**config.mk**
```make
export PLATFORM = sky130hd
export DESIGN_NAME = i2c_event_scheduler
export DESIGN_NICKNAME = d
export VERILOG_FILES = /design/src/rtl/i2c_event_scheduler.sv
export SDC_FILE = /design/constraint.sdc
export NUM_CORES = 1
export LEC_CHECK = 0
export BUFFER_PORTS_ARGS = -buffer_cell sky130_fd_sc_hd__buf_2
export CAP_MARGIN = 10
export CORE_MARGIN = 8
export CORE_UTILIZATION = 38
export DETAILED_ROUTE_END_ITERATION = 8
export GPL_TIMING_DRIVEN = 0
export PLACE_DENSITY_LB_ADDON = 0.12
export SLEW_MARGIN = 30
export SYNTH_ARGS = -nofsm -noshare
export SYNTH_HDL_FRONTEND = slang
export SYNTH_SLANG_ARGS = --single-unit
export TNS_END_PERCENT = 1
```
**constraint.sdc**
```tcl
create_clock -name clk -period 5.2 [get_ports clk]
set_input_delay 0.78 -clock clk [delete_from_list [all_inputs] [get_ports clk]]
set_output_delay 0.78 -clock clk [all_outputs]
set_load 0.005 [all_outputs]
```
**src/rtl/i2c_event_scheduler.sv**
```systemverilog
// Event scheduler in front of the shared I2C LCD transmitter. It captures game events as pending
// requests, issues them one at a time in fixed priority order, and keeps each message on screen for a minimum hold time.
module i2c_event_scheduler #(
  parameter int HOLD_CYCLES    = 100_000_000,
  parameter int TIMEOUT_CYCLES = 1_000_000
) (
  input  logic       clk,
  input  logic       rst,
  input  logic       restart,
  input  logic       game_final,
  input  logic [1:0] game_result,
  input  logic       i2c_show_signal,
  input  logic [1:0] game_win,
  input  logic       up_signal_p1,
  input  logic       down_signal_p1,
  input  logic       up_signal_p2,
  input  logic       down_signal_p2,
  output logic       tx_req,
  output logic [2:0] msg_code,
  output logic [1:0] msg_arg,
  input  logic       tx_ack,
  input  logic       tx_done,
  output logic [6:0] pending,
  output logic       busy,
  output logic [7:0] coalesce_cnt,
  output logic       timeout_err
);

  typedef enum logic [1:0] {
    IDLE      = 2'd0,
    ISSUE     = 2'd1,
    WAIT_DONE = 2'd2,
    HOLD      = 2'd3
  } state_t;

  localparam logic [31:0] HOLD_LAST    = 32'(HOLD_CYCLES - 1);
  localparam logic [31:0] TIMEOUT_LAST = 32'(TIMEOUT_CYCLES - 1);
  localparam logic        HOLD_EN      = (HOLD_CYCLES != 0) ? 1'b1 : 1'b0;

  state_t      state_r;
  logic [6:0]  ev_in_s, ev_d_r, edge_s;
  logic [6:0]  pending_r, pend_nxt_s, clr_mask_s, merge_s;
  logic [1:0]  final_arg_r, win_arg_r, arg_sel_s;
  logic [2:0]  sel_s;
  logic        pick_s;
  logic [8:0]  coal_sum_s;
  logic [7:0]  coal_r, coal_nxt_s;
  logic        tx_req_r, busy_r, tout_r;
  logic [2:0]  code_r;
  logic [1:0]  arg_r;
  logic [31:0] timer_r, hold_cnt_r;

  function automatic logic [2:0] top_index(input logic [6:0] p);
    logic [2:0] idx;
    idx = 3'd0;
    for (int i = 6; i >= 0; i--) begin
      if (p[i]) idx = 3'(i);
      else      idx = idx;
    end
    return idx;
  endfunction

  function automatic logic [2:0] count_ones(input logic [6:0] v);
    logic [2:0] n;
    n = 3'd0;
    for (int i = 0; i < 7; i++) n = n + {2'b00, v[i]};
    return n;
  endfunction

  assign ev_in_s = {down_signal_p2, up_signal_p2, down_signal_p1, up_signal_p1,
                    i2c_show_signal, game_final, restart};
  assign edge_s  = ev_in_s & ~ev_d_r;

  // Next pending bitmap, priority pick and coalesce accounting
  always_comb begin
    pick_s     = (state_r == IDLE) && (pending_r != 7'd0);
    sel_s      = top_index(pending_r);
    clr_mask_s = pick_s ? (7'd1 << sel_s) : 7'd0;
    merge_s    = edge_s & pending_r & ~clr_mask_s;
    // A fresh edge on the bit being handed out re-arms it
    pend_nxt_s = (pending_r & ~clr_mask_s) | edge_s;
    if (edge_s[0]) pend_nxt_s = 7'b0000001;
    else           pend_nxt_s = pend_nxt_s;
    coal_sum_s = {1'b0, coal_r} + {6'b000000, count_ones(merge_s)};
    coal_nxt_s = coal_sum_s[8] ? 8'hFF : coal_sum_s[7:0];
    case (sel_s)
      3'd1:    arg_sel_s = final_arg_r;
      3'd2:    arg_sel_s = win_arg_r;
      default: arg_sel_s = 2'd0;
    endcase
  end

  // Edge history, pending requests, per-event arguments and coalesce counter
  always_ff @(posedge clk) begin
    if (rst) begin
      ev_d_r      <= 7'd0;
      pending_r   <= 7'd0;
      coal_r      <= 8'd0;
      final_arg_r <= 2'd0;
      win_arg_r   <= 2'd0;
    end else begin
      ev_d_r    <= ev_in_s;
      pending_r <= pend_nxt_s;
      coal_r    <= coal_nxt_s;
      if (edge_s[1]) final_arg_r <= game_result;
      if (edge_s[2]) win_arg_r   <= game_win;
    end
  end

  // Transfer sequencing: issue, wait for completion or timeout, then hold the display
  always_ff @(posedge clk) begin
    if (rst) begin
      state_r    <= IDLE;
      tx_req_r   <= 1'b0;
      code_r     <= 3'd0;
      arg_r      <= 2'd0;
      busy_r     <= 1'b0;
      tout_r     <= 1'b0;
      timer_r    <= 32'd0;
      hold_cnt_r <= 32'd0;
    end else begin
      case (state_r)
        IDLE: begin
          if (pick_s) begin
            code_r   <= sel_s + 3'd1;
            arg_r    <= arg_sel_s;
            tx_req_r <= 1'b1;
            busy_r   <= 1'b1;
            state_r  <= ISSUE;
          end
        end
        ISSUE: begin
          if (tx_ack) begin
            tx_req_r <= 1'b0;
            timer_r  <= 32'd0;
            state_r  <= WAIT_DONE;
          end
        end
        WAIT_DONE: begin
          if (tx_done || (timer_r == TIMEOUT_LAST)) begin
            if (!tx_done) tout_r <= 1'b1;
            hold_cnt_r <= 32'd0;
            if (HOLD_EN) begin
              state_r <= HOLD;
            end else begin
              state_r <= IDLE;
              busy_r  <= 1'b0;
            end
          end else begin
            timer_r <= timer_r + 32'd1;
          end
        end
        HOLD: begin
          // A restart cuts the hold short so the restart message shows at once
          if (edge_s[0] || (hold_cnt_r == HOLD_LAST)) begin
            state_r <= IDLE;
            busy_r  <= 1'b0;
          end else begin
            hold_cnt_r <= hold_cnt_r + 32'd1;
          end
        end
        default: begin
          state_r  <= IDLE;
          tx_req_r <= 1'b0;
          busy_r   <= 1'b0;
        end
      endcase
    end
  end

  assign tx_req       = tx_req_r;
  assign msg_code     = code_r;
  assign msg_arg      = arg_r;
  assign pending      = pending_r;
  assign busy         = busy_r;
  assign coalesce_cnt = coal_r;
  assign timeout_err  = tout_r;

endmodule

```
After elaboration in Yosys (flattened, before gate mapping)
Index checks and enable logic that the tools add are counted.
{ "word_totals": {"regBits": 100, "latchBits": 0, "ramBits": 0, "romBits": 0, "inputBits": 15, "out_inout_bits": 23, "wordCells": 90, "mem_count": 0} }
{ "classes": {"add_sub_neg": 10, "n_mul": 0, "div": 0, "order_cmp": 0, "n_eq_ne": 13, "n_shift": 1, "mux": 27, "bitwise": 8, "n_reduce_logical": 17} }
{ "ops": {"columns": ["cell", "count"], "rows": [
  ["$mux 32", 4],
  ["$pmux 32 s2", 2],
  ["$add 32x1->32 const B", 2],
  ["$eq 32x20->1 const B", 1],
  ["$eq 32x27->1 const B", 1],
  ["$and 7x7->7", 4],
  ["$mux 3", 7],
  ["$reduce_and 3->1", 5],
  ["$not 7->7", 2],
  ["$add 3x1->3", 4],
  ["$ne 2x2->1 const B", 6],
  ["$add 8x3->9", 1],
  ["$mux 2", 4],
  ["$mux 8", 1],
  ["$pmux 2 s4", 1],
  ["$reduce_bool 2->1", 4],
  ["$mux 7", 1],
  ["$or 7x7->7", 1],
  ["$reduce_bool 7->1", 1],
  ["$shl 1x3->7 const A", 1],
  ["$eq 2x2->1 const B", 2],
  ["$mux 1", 4],
  ["$pmux 1 s2", 2],
  ["$pmux 2 s2", 1],
  ["other kinds (13)", 14]
]} }

Longest topological paths before layout
Gate-level depths: netlist of run 1.
{ "logic_depth": {"word_depth": 19, "mapped_depth": 22, "ltp_nobuf": 22} }

Least setup slack after synthesis of run 1
OpenSTA, ideal clock, no wires.
{ "synth_path": {"kind": "reg2reg", "start": "register pending_r[4], in the netlist pending[4]", "end": "register coal_r[6], in the netlist coalesce_cnt[6]", "setup_ps": 78, "arrival_ps": 4207, "required_time_ps": 5122, "slack_ps": 915, "path_stages_with_launch": 22, "path_buffers": 0, "period_less_slack_ps": 4285, "path_cell_list": "dfxtp_1 inv_1 a21oi_1 nor2_1 nor2_1 nor2_1 inv_1 ha_1 nand2_1 and3_1 fa_1 inv_1 fa_1 inv_1 fa_1 ha_1 fa_1 a21o_1 a21oi_1 nor2b_1 and4b_1 nor3_1"} }
{ "synth_between": {"elab_chain_cells": 17, "elab_cells_between_ends": 20, "classes_between": "add/sub (7); shift (1); mux (7); bitwise (3); reduce/logical (2)"} }
{ "synth_rtl": {"columns": ["element", "line", "text"], "rows": [
  ["start: declaration", "42", "logic [6:0] pending_r, pend_nxt_s, clr_mask_s, merge_s;"],
  ["start signal: assignment", "103", "pending_r <= pend_nxt_s;"],
  ["$mux 3 (5 in a row)", "57", "if (p[i]) idx = 3'(i);"],
  ["$shl 1x3->7", "78", "clr_mask_s = pick_s ? (7'd1 << sel_s) : 7'd0;"],
  ["$mux 7", "78", null],
  ["$not 7->7", "79", "merge_s = edge_s & pending_r & ~clr_mask_s;"],
  ["$and 7x7->7 (*)", "79", null],
  ["$add 1x1->2", "66", "for (int i = 0; i < 7; i++) n = n + {2'b00, v[i]};"],
  ["$add 2x1->3", "66", null],
  ["$add 3x1->3 (3 in a row)", "66", null],
  ["$add 3x1->3 (*)", "66", null],
  ["$add 8x3->9 (*)", "84", "coal_sum_s = {1'b0, coal_r} + {6'b000000, count_ones(merge_s)};"],
  ["$mux 8 (*)", "85", "coal_nxt_s = coal_sum_s[8] ? 8'hFF : coal_sum_s[7:0];"],
  ["end signal: assignment", "104", "coal_r <= coal_nxt_s;"],
  ["end: declaration", "47", "logic [7:0] coal_r, coal_nxt_s;"]
]} }
Every way passes the cells marked *; elsewhere a longest branch is shown, timed or not.
A chain may end at the register's enable or synchronous reset.

Worst setup path in the final report of run 1
{ "layout_path": {"start": "register pending_r[4], in the netlist pending[4]", "end": "register coal_r[1], in the netlist coalesce_cnt[1]"} }
The elaborated chain is that of the path after synthesis.

==> results of run 1 <==
==> critical path, cell delays in order (launching register included) <==
cell and delay, ns:
sky130_fd_sc_hd__dfxtp_1 0.38, sky130_fd_sc_hd__inv_1 0.05, sky130_fd_sc_hd__a21oi_1 0.12, sky130_fd_sc_hd__nor2_1 0.05, sky130_fd_sc_hd__nor2_1 0.09, sky130_fd_sc_hd__nor2_1 0.08
sky130_fd_sc_hd__inv_1 0.09, sky130_fd_sc_hd__ha_1 0.22, sky130_fd_sc_hd__nand2_1 0.11, sky130_fd_sc_hd__and3_1 0.21, sky130_fd_sc_hd__fa_1 0.49, sky130_fd_sc_hd__inv_1 0.06
sky130_fd_sc_hd__fa_1 0.54, sky130_fd_sc_hd__inv_1 0.06, sky130_fd_sc_hd__fa_1 0.48, sky130_fd_sc_hd__ha_1 0.25, sky130_fd_sc_hd__fa_1 0.40, sky130_fd_sc_hd__a21o_1 0.20
sky130_fd_sc_hd__a21oi_1 0.25, sky130_fd_sc_hd__nor2b_1 0.12, sky130_fd_sc_hd__nand4_1 0.21, sky130_fd_sc_hd__a21oi_1 0.10
==> flip-flops by register name (all words and copies together) (netlist names), 3 cells and up <==
| signal | flops |
|---|---|
| hold_cnt_r | 32 |
| timer_r | 32 |
| coalesce_cnt | 8 |
| ev_d_r | 7 |
| pending | 7 |
| msg_code | 3 |
==> metrics by stage <==
stage | total power [W] | hold WS, ns | instances | setup slack (ns) | utilization
2_1_floorplan | 0.00121 | 0.443 | 639 | 0.915 | -
3_3_place_gp | 0.00138 | 0.450 | 855 | 0.537 | 0.415
3_5_place_dp | 0.00138 | 0.461 | 855 | 0.504 | 0.415
4_1_cts | 0.00200 | 0.469 | 869 | 0.471 | 0.434
5_1_grt | 0.00210 | 0.508 | 869 | 0.120 | 0.435
6_report | 0.00198 | 0.466 | 869 | 0.469 | 0.435
==> cell type report <==
cell class / count / area (µm²) / area share
Buffer: 26 / 119 / 0.0199
Clock buffer: 11 / 243 / 0.0405
Clock inverter: 3 / 15.0 / 0.00251
Inverter: 14 / 52.6 / 0.00878
Multi-Input combinational cell: 499 / 3150 / 0.526
Sequential cell: 100 / 2000 / 0.334
Tap cell: 180 / 225 / 0.0376
Timing Repair Buffer: 36 / 180 / 0.0301
==> report_power, final <==
group / switching (W) / total (W) / internal (W)
Clock: 0.000279 / 0.000609 / 0.000330
Sequential: 0.0000361 / 0.000844 / 0.000808
Combinational: 0.000356 / 0.000526 / 0.000170
Total: 0.000671 / 0.00198 / 0.00131
==> placed cells by master, fill, tap and decap left out, types with 4 or more instances in the layout <==
| cell type | n |
|---|---|
| sky130_fd_sc_hd__fa_1 | 4 |
| sky130_fd_sc_hd__or2_2 | 4 |
| sky130_fd_sc_hd__clkbuf_16 | 9 |
| sky130_fd_sc_hd__o21a_1 | 6 |
| sky130_fd_sc_hd__a21oi_1 | 59 |
| sky130_fd_sc_hd__mux2i_1 | 9 |
| sky130_fd_sc_hd__a31oi_1 | 7 |
| sky130_fd_sc_hd__inv_1 | 13 |
| sky130_fd_sc_hd__and2_1 | 6 |
| sky130_fd_sc_hd__xnor2_1 | 15 |
| sky130_fd_sc_hd__nor3_1 | 13 |
| sky130_fd_sc_hd__nand2_1 | 53 |
| sky130_fd_sc_hd__or4_1 | 5 |
| sky130_fd_sc_hd__a21o_1 | 6 |
| sky130_fd_sc_hd__nand3_1 | 42 |
| sky130_fd_sc_hd__nor2b_1 | 16 |
| sky130_fd_sc_hd__and3_1 | 19 |
| sky130_fd_sc_hd__a211o_1 | 4 |
| sky130_fd_sc_hd__nor4_1 | 14 |
| sky130_fd_sc_hd__nand2b_1 | 11 |
| sky130_fd_sc_hd__nor2_1 | 54 |
| sky130_fd_sc_hd__nand4b_1 | 5 |
| sky130_fd_sc_hd__nand4_1 | 17 |
| sky130_fd_sc_hd__o21ai_0 | 29 |
| sky130_fd_sc_hd__xor2_1 | 4 |
| sky130_fd_sc_hd__dfxtp_1 | 100 |
| sky130_fd_sc_hd__or3_1 | 16 |
| sky130_fd_sc_hd__clkbuf_1 | 20 |
| sky130_fd_sc_hd__a211oi_1 | 17 |
| sky130_fd_sc_hd__ha_1 | 19 |
| sky130_fd_sc_hd__o31ai_1 | 4 |
| sky130_fd_sc_hd__buf_2 | 38 |
==> routing by layer <==
metal / wire length (µm) / share of wire / track usage / up-vias
met5: 0 / 0 / 0 / -
met4: 308 / 0.021 / 0.0580 / 0
met3: 652 / 0.045 / 0.0445 / 28
met2: 6910 / 0.47 / 0.272 / 130
met1: 6690 / 0.46 / 0.201 / 2355
li1: - / - / - / 2439
==> final timing paths <==
path | to | cells after the start | slack (ns) | start
worst max-delay path | coalesce_cnt[1] | 21 | 0.47 | pending[4]
worst min-delay path | tx_req | 2 | 0.47 | tx_req
worst max register to register | coalesce_cnt[1] | 21 | 0.47 | pending[4]
worst min register to register | tx_req | 2 | 0.47 | tx_req
==> synthesized netlist by cell type, types with 3 or more instances <==
library cell | n | area [µm²]
sky130_fd_sc_hd__dfxtp_1 | 100 | 2000
sky130_fd_sc_hd__a21oi_1 | 59 | 295
sky130_fd_sc_hd__nor2_1 | 54 | 203
sky130_fd_sc_hd__nand2_1 | 53 | 199
sky130_fd_sc_hd__nand3_1 | 42 | 210
sky130_fd_sc_hd__o21ai_0 | 29 | 145
sky130_fd_sc_hd__and3_1 | 19 | 119
sky130_fd_sc_hd__clkbuf_1 | 19 | 71.3
sky130_fd_sc_hd__ha_1 | 19 | 238
sky130_fd_sc_hd__a211oi_1 | 17 | 128
sky130_fd_sc_hd__nand4_1 | 17 | 106
sky130_fd_sc_hd__nor2b_1 | 16 | 100
sky130_fd_sc_hd__or3_1 | 16 | 100
sky130_fd_sc_hd__nor4_1 | 15 | 93.8
sky130_fd_sc_hd__xnor2_1 | 15 | 131
sky130_fd_sc_hd__inv_1 | 13 | 48.8
sky130_fd_sc_hd__nor3_1 | 13 | 65.1
sky130_fd_sc_hd__nand2b_1 | 11 | 68.8
sky130_fd_sc_hd__mux2i_1 | 9 | 90.1
sky130_fd_sc_hd__a31oi_1 | 7 | 43.8
sky130_fd_sc_hd__a21o_1 | 6 | 45.0
sky130_fd_sc_hd__and2_1 | 6 | 37.5
sky130_fd_sc_hd__o21a_1 | 6 | 45.0
sky130_fd_sc_hd__nand4b_1 | 5 | 43.8
sky130_fd_sc_hd__or4_1 | 5 | 37.5
sky130_fd_sc_hd__a211o_1 | 4 | 35.0
sky130_fd_sc_hd__fa_1 | 4 | 80.1
sky130_fd_sc_hd__o31ai_1 | 4 | 30.0
sky130_fd_sc_hd__or2_2 | 4 | 25.0
sky130_fd_sc_hd__xor2_1 | 4 | 35.0
sky130_fd_sc_hd__a2111oi_0 | 3 | 26.3
sky130_fd_sc_hd__and4_1 | 3 | 26.3
sky130_fd_sc_hd__o31a_1 | 3 | 26.3
==> cells by family after synthesis <==
| kind of cell | count (synthesis) | share of synthesized area |
|---|---|---|
| compound gates | 156 | 0.187 |
| xor+xnor | 19 | 0.0313 |
| fa+ha+maj | 23 | 0.0599 |
| buf+inv | 40 | 0.0323 |
| flops | 100 | 0.377 |
| mux | 10 | 0.0191 |
| simple gates | 291 | 0.294 |
==> flow_metrics.env, run 1 <==
export IMPL_outcome="finished clean"
export IMPL_clk_path_buf_depth=2
export IMPL_placement_rows=43
export IMPL_worst_hold_path_type="register to register"
export IMPL_finish_net_count=724
export IMPL_fin_crit_share=0.910
export IMPL_antenna_found_initial=0
export IMPL_postRouteWirelength_mm=14.6
export IMPL_path_max_fanout=5
export IMPL_cts_resized_gates=0
export IMPL_cts_inserted_buffers=9
export IMPL_timing_final_hold_violations=0
export IMPL_worstSkewPairLatency_ns=0.35
export IMPL_ys_flop_type="sky130_fd_sc_hd__dfxtp_1"
export IMPL_grt_total_usage=0.165
export IMPL_horizontal_extent_of_the_die_um=134
export IMPL_cts_reportedPaths_clkPinSlew_ns=0.06
export IMPL_postCtsHoldBufs=0
export IMPL_ys_seq_elements=100
export IMPL_drt_pass1_iterations=5
export IMPL_port_buffer_count=36
export IMPL_area_delta_synth_final_pct=12.8
export IMPL_irDropWorstVdd_mv=0.206
export IMPL_setup_worst_path_start_class="register"
export IMPL_die_h_um=134
export IMPL_max_cap_violations=0
export IMPL_core_area_um2=13800
export IMPL_final_setup_viol_count=0
export IMPL_avg_inst_size_synth_um2=8.31
export IMPL_dpl_cell_area_um2=5720
export IMPL_via_count_of_the_first_global_routing_pass=4722
export IMPL_power_density_nw_per_um2=331
export IMPL_max_slew_margin=0.386
export IMPL_dr_total_vias=4952
export IMPL_postCtsSetupBuffers=0
export IMPL_critical_path_arrival_ns=4.93
export IMPL_drive_gt1_frac=0.0972
export IMPL_detail_route_vias_per_cell=5.70
export IMPL_synth_lib_cells_used_distinct=62
export IMPL_leakage_power_total_nw=2.19
export IMPL_cts_tree="done"
export IMPL_largest_net_degree_at_the_start_of_global_routing=15
export IMPL_nFillCells=1436
export IMPL_worstPathRequired_ns=5.40
export IMPL_rsz0062_at_grt="no"
export IMPL_antennaDiodeCount=0
export IMPL_setup_tns_final_ns=0
export IMPL_first_pass_grt_wire_length_mm=23.8
export IMPL_first_iter_violations=351
export IMPL_path_class="register to register"
export IMPL_timing_final_crit_period_ns=4.73
export IMPL_post_route_cell_area_um2=5990
export IMPL_achievable_frequency_mhz=211
export IMPL_ctsRootBufferMaster="sky130_fd_sc_hd__clkbuf_16"
export IMPL_floorplan_io_pins=38
export IMPL_globalRouteOverflowTotal=0
export IMPL_place_hpwl_mm=10.8
export IMPL_fin_skew_ns=0.00764
export IMPL_timing_critical_path_to_type="register"
export IMPL_post_synth_instance_area_um2=5310
export IMPL_ys_seq_area_frac=0.377
export IMPL_cts_sinks=100
export IMPL_async_reset_ff_frac=0
export IMPL_finalWeightedCongestion=0.819
export IMPL_detail_route_drc_violations=0
export IMPL_worst_slew_pin_transition_ns=0.912
export IMPL_synth_yosys_warnings=0
export IMPL_routed_wire_length_per_instance_um=16.8
export IMPL_report_final_slew_viol_count=0
export IMPL_netlist_instances=639
export IMPL_cts_htree_levels=3
export IMPL_floorplan_initialDensity=0.385
export IMPL_die_area_um2=18000
export IMPL_mappedNetlistNets=677
export IMPL_detail_route_antenna_nets=0
export IMPL_number_of_enable_flip_flop_cells_after_synthesis=0
Note: power is estimated with default switching activity, not from simulation.
==> run 2, diff against run 1 <==
--- a/config.mk
+++ b/config.mk
@@ -5,7 +5,7 @@
 export SDC_FILE = /design/constraint.sdc
 export NUM_CORES = 1
 export LEC_CHECK = 0
-export BUFFER_PORTS_ARGS = -buffer_cell sky130_fd_sc_hd__buf_2
+export BUFFER_PORTS_ARGS = -buffer_cell sky130_fd_sc_hd__clkbuf_2
 export CAP_MARGIN = 10
 export CORE_MARGIN = 8
 export CORE_UTILIZATION = 38
==> flow_metrics.env, run 2 (synthesized netlist as in run 1, its figures left out) <==
export IMPL_r2r_start="pending[4]"
export IMPL_report_final_slew_viol_count=0
export IMPL_irDropWorstVdd_mv=0.202
export IMPL_antennaDiodeCount=0
export IMPL_layout_commonest_cell="sky130_fd_sc_hd__dfxtp_1"
export IMPL_ctsRootBufferMaster="sky130_fd_sc_hd__clkbuf_16"
export IMPL_largest_net_degree_at_the_start_of_global_routing=15
export IMPL_internal_power_w=0.00131
export IMPL_timing_final_hold_violations=0
export IMPL_leading_cell_types_in_the_layout_fill_and_taps_excluded="sky130_fd_sc_hd__dfxtp_1 (100), sky130_fd_sc_hd__a21oi_1 (59), sky130_fd_sc_hd__nor2_1 (54), sky130_fd_sc_hd__nand2_1 (53), sky130_fd_sc_hd__nand3_1 (42)"
export IMPL_postRouteWirelength_mm=14.7
export IMPL_setup_tns_final_ns=0
export IMPL_area_delta_synth_final_pct=12.7
export IMPL_achievable_frequency_mhz=210
export IMPL_detail_route_vias_per_cell=5.63
export IMPL_clk_path_buf_depth=2
export IMPL_first_pass_grt_wire_length_mm=24.4
export IMPL_share_clk_of_total_power=0.312
export IMPL_cts_resized_gates=0
export IMPL_max_slew_margin=0.375
export IMPL_detail_route_antenna_nets=0
export IMPL_p_sw_frac=0.340
export IMPL_drive_gt1_frac=0.0955
export IMPL_fin_skew_ns=0.00625
export IMPL_core_area_um2=13800
export IMPL_leakage_power_total_nw=2.17
export IMPL_timing_final_crit_period_ns=4.76
export IMPL_cts_inserted_buffers=9
export IMPL_place_hpwl_mm=10.8
export IMPL_rsz0062_at_grt="no"
export IMPL_final_setup_viol_count=0
export IMPL_preCtsSetupSlack_ns=0.471
export IMPL_path_class="register to register"
export IMPL_final_critical_path_setup_slack_ns=0.438
export IMPL_port_buffer_count=36
export IMPL_hold_start="tx_req"
export IMPL_power_density_nw_per_um2=333
export IMPL_max_cap_violations=0
export IMPL_rrSetupSlack_ns=0.44
export IMPL_power_spent_charging_and_discharging_nets_w=0.000678
export IMPL_grt_total_usage=0.168
export IMPL_cts_tree="done"
export IMPL_setup_worst_path_start_class="register"
export IMPL_hold_worst_slack_ns=0.473
export IMPL_dr_total_vias=4900
export IMPL_end_point_of_the_most_critical_hold_path="tx_req"
export IMPL_worstPathRequired_ns=5.40
export IMPL_worst_hold_path_type="register to register"
export IMPL_worst_slew_pin_transition_ns=0.929
export IMPL_floorplan_io_pins=38
export IMPL_worstSkewPairLatency_ns=0.35
export IMPL_die_area_um2=18000
export IMPL_combinationalPowerShare=0.263
export IMPL_postCtsHoldBufs=0
export IMPL_first_iter_violations=329
export IMPL_postCtsSetupBuffers=0
export IMPL_reg2regPathDepth=21
export IMPL_die_h_um=134
export IMPL_outcome="finished clean"
export IMPL_finalWeightedCongestion=0.842
export IMPL_regToRegEndpoint="coalesce_cnt[1]"
export IMPL_cts_reportedPaths_clkPinSlew_ns=0.06
export IMPL_antenna_found_initial=0
export IMPL_placement_rows=43
export IMPL_cts_htree_levels=3
export IMPL_globalRouteOverflowTotal=0
export IMPL_hold_path_cell_cnt=2
export IMPL_detail_route_drc_violations=0
export IMPL_share_of_power_burned_in_registers=0.424
export IMPL_fin_crit_share=0.916
export IMPL_timing_critical_path_to_type="register"
export IMPL_via_count_of_the_first_global_routing_pass=4739
export IMPL_drt_pass1_iterations=5
export IMPL_floorplan_initialDensity=0.385
export IMPL_critical_path_arrival_ns=4.97
export IMPL_routed_wire_length_per_instance_um=16.9
export IMPL_finish_net_count=724
export IMPL_cts_sinks=100
export IMPL_path_max_fanout=5
export IMPL_horizontal_extent_of_the_die_um=134
[run 2: changes by cell type in the layout (fill, tap and decap cells not counted)]
cell,change
sky130_fd_sc_hd__nor4_4,-1
sky130_fd_sc_hd__buf_2,-36
sky130_fd_sc_hd__nor4_2,+1
sky130_fd_sc_hd__clkinv_2,-1
sky130_fd_sc_hd__clkbuf_1,+3
sky130_fd_sc_hd__clkbuf_2,+36
[run 2: worst max-delay path, cell delays in order, from the launching register on]
cell and delay [ns]:
sky130_fd_sc_hd__dfxtp_1 0.39, sky130_fd_sc_hd__inv_1 0.06, sky130_fd_sc_hd__a21oi_1 0.14, sky130_fd_sc_hd__nor2_1 0.05, sky130_fd_sc_hd__nor2_1 0.08, sky130_fd_sc_hd__nor2_1 0.09
sky130_fd_sc_hd__inv_1 0.10, sky130_fd_sc_hd__ha_1 0.22, sky130_fd_sc_hd__nand2_1 0.11, sky130_fd_sc_hd__and3_1 0.22, sky130_fd_sc_hd__fa_1 0.48, sky130_fd_sc_hd__inv_1 0.06
sky130_fd_sc_hd__fa_1 0.54, sky130_fd_sc_hd__inv_1 0.06, sky130_fd_sc_hd__fa_1 0.48, sky130_fd_sc_hd__ha_1 0.25, sky130_fd_sc_hd__fa_1 0.40, sky130_fd_sc_hd__a21o_1 0.20
sky130_fd_sc_hd__a21oi_1 0.26, sky130_fd_sc_hd__nor2b_1 0.12, sky130_fd_sc_hd__nand4_1 0.22, sky130_fd_sc_hd__a21oi_1 0.11
[run 2: per-stage QoR]
| stage | std cells | instance area [µm²] | util | total power, W |
|---|---|---|---|---|
| final | 871 | 5980 | 0.435 | 0.00199 |
| after global routing | 871 | 5980 | 0.435 | 0.00212 |
| after CTS | 871 | 5980 | 0.435 | 0.00201 |
| after detailed placement | 855 | 5720 | 0.415 | 0.00139 |
| after global placement | 855 | 5710 | 0.415 | 0.00138 |
| after floorplan | 639 | 5310 | - | 0.00121 |
[run 2: worst max-delay path by stage]
stage,startpoint,to,slack (ns),cells after the start
final,pending[4],coalesce_cnt[1],0.44,21
after detailed placement,pending[4],coalesce_cnt[1],0.47,21
after global routing,pending[4],coalesce_cnt[1],0.13,21
after global placement,pending[4],coalesce_cnt[0],0.52,21
after CTS,pending[4],coalesce_cnt[1],0.44,21
after floorplan,pending[4],coalesce_cnt[6],0.92,21
[run 2: area by class of cell]
class / count / area, µm²
timing repair buffer: 36 / 180
fill: 1457 / 7790
clock inverter: 2 / 10.0
clock buffer: 14 / 254
multi-input combinational: 499 / 3140
inverter: 14 / 52.6
sequential: 100 / 2000
buffer: 26 / 119
tap: 180 / 225
[run 2: power by group through the flow]
stage	sequential (W)	clock, W	combinational [W]
4_1_cts	0.000845	0.000641	0.000528
3_5_place_dp	0.000863	0	0.000525
5_1_grt	0.000850	0.000677	0.000591
3_3_place_gp	0.000861	0	0.000516
2_1_floorplan	0.000855	0	0.000354
6_report	0.000845	0.000623	0.000525
[run 2: per-layer routing]
metal,track usage,wire length [µm],vias up
met5,0,0,-
met4,0.0561,284,0
met3,0.0337,489,23
met2,0.277,7020,79
met1,0.214,6940,2357
li1,-,-,2441
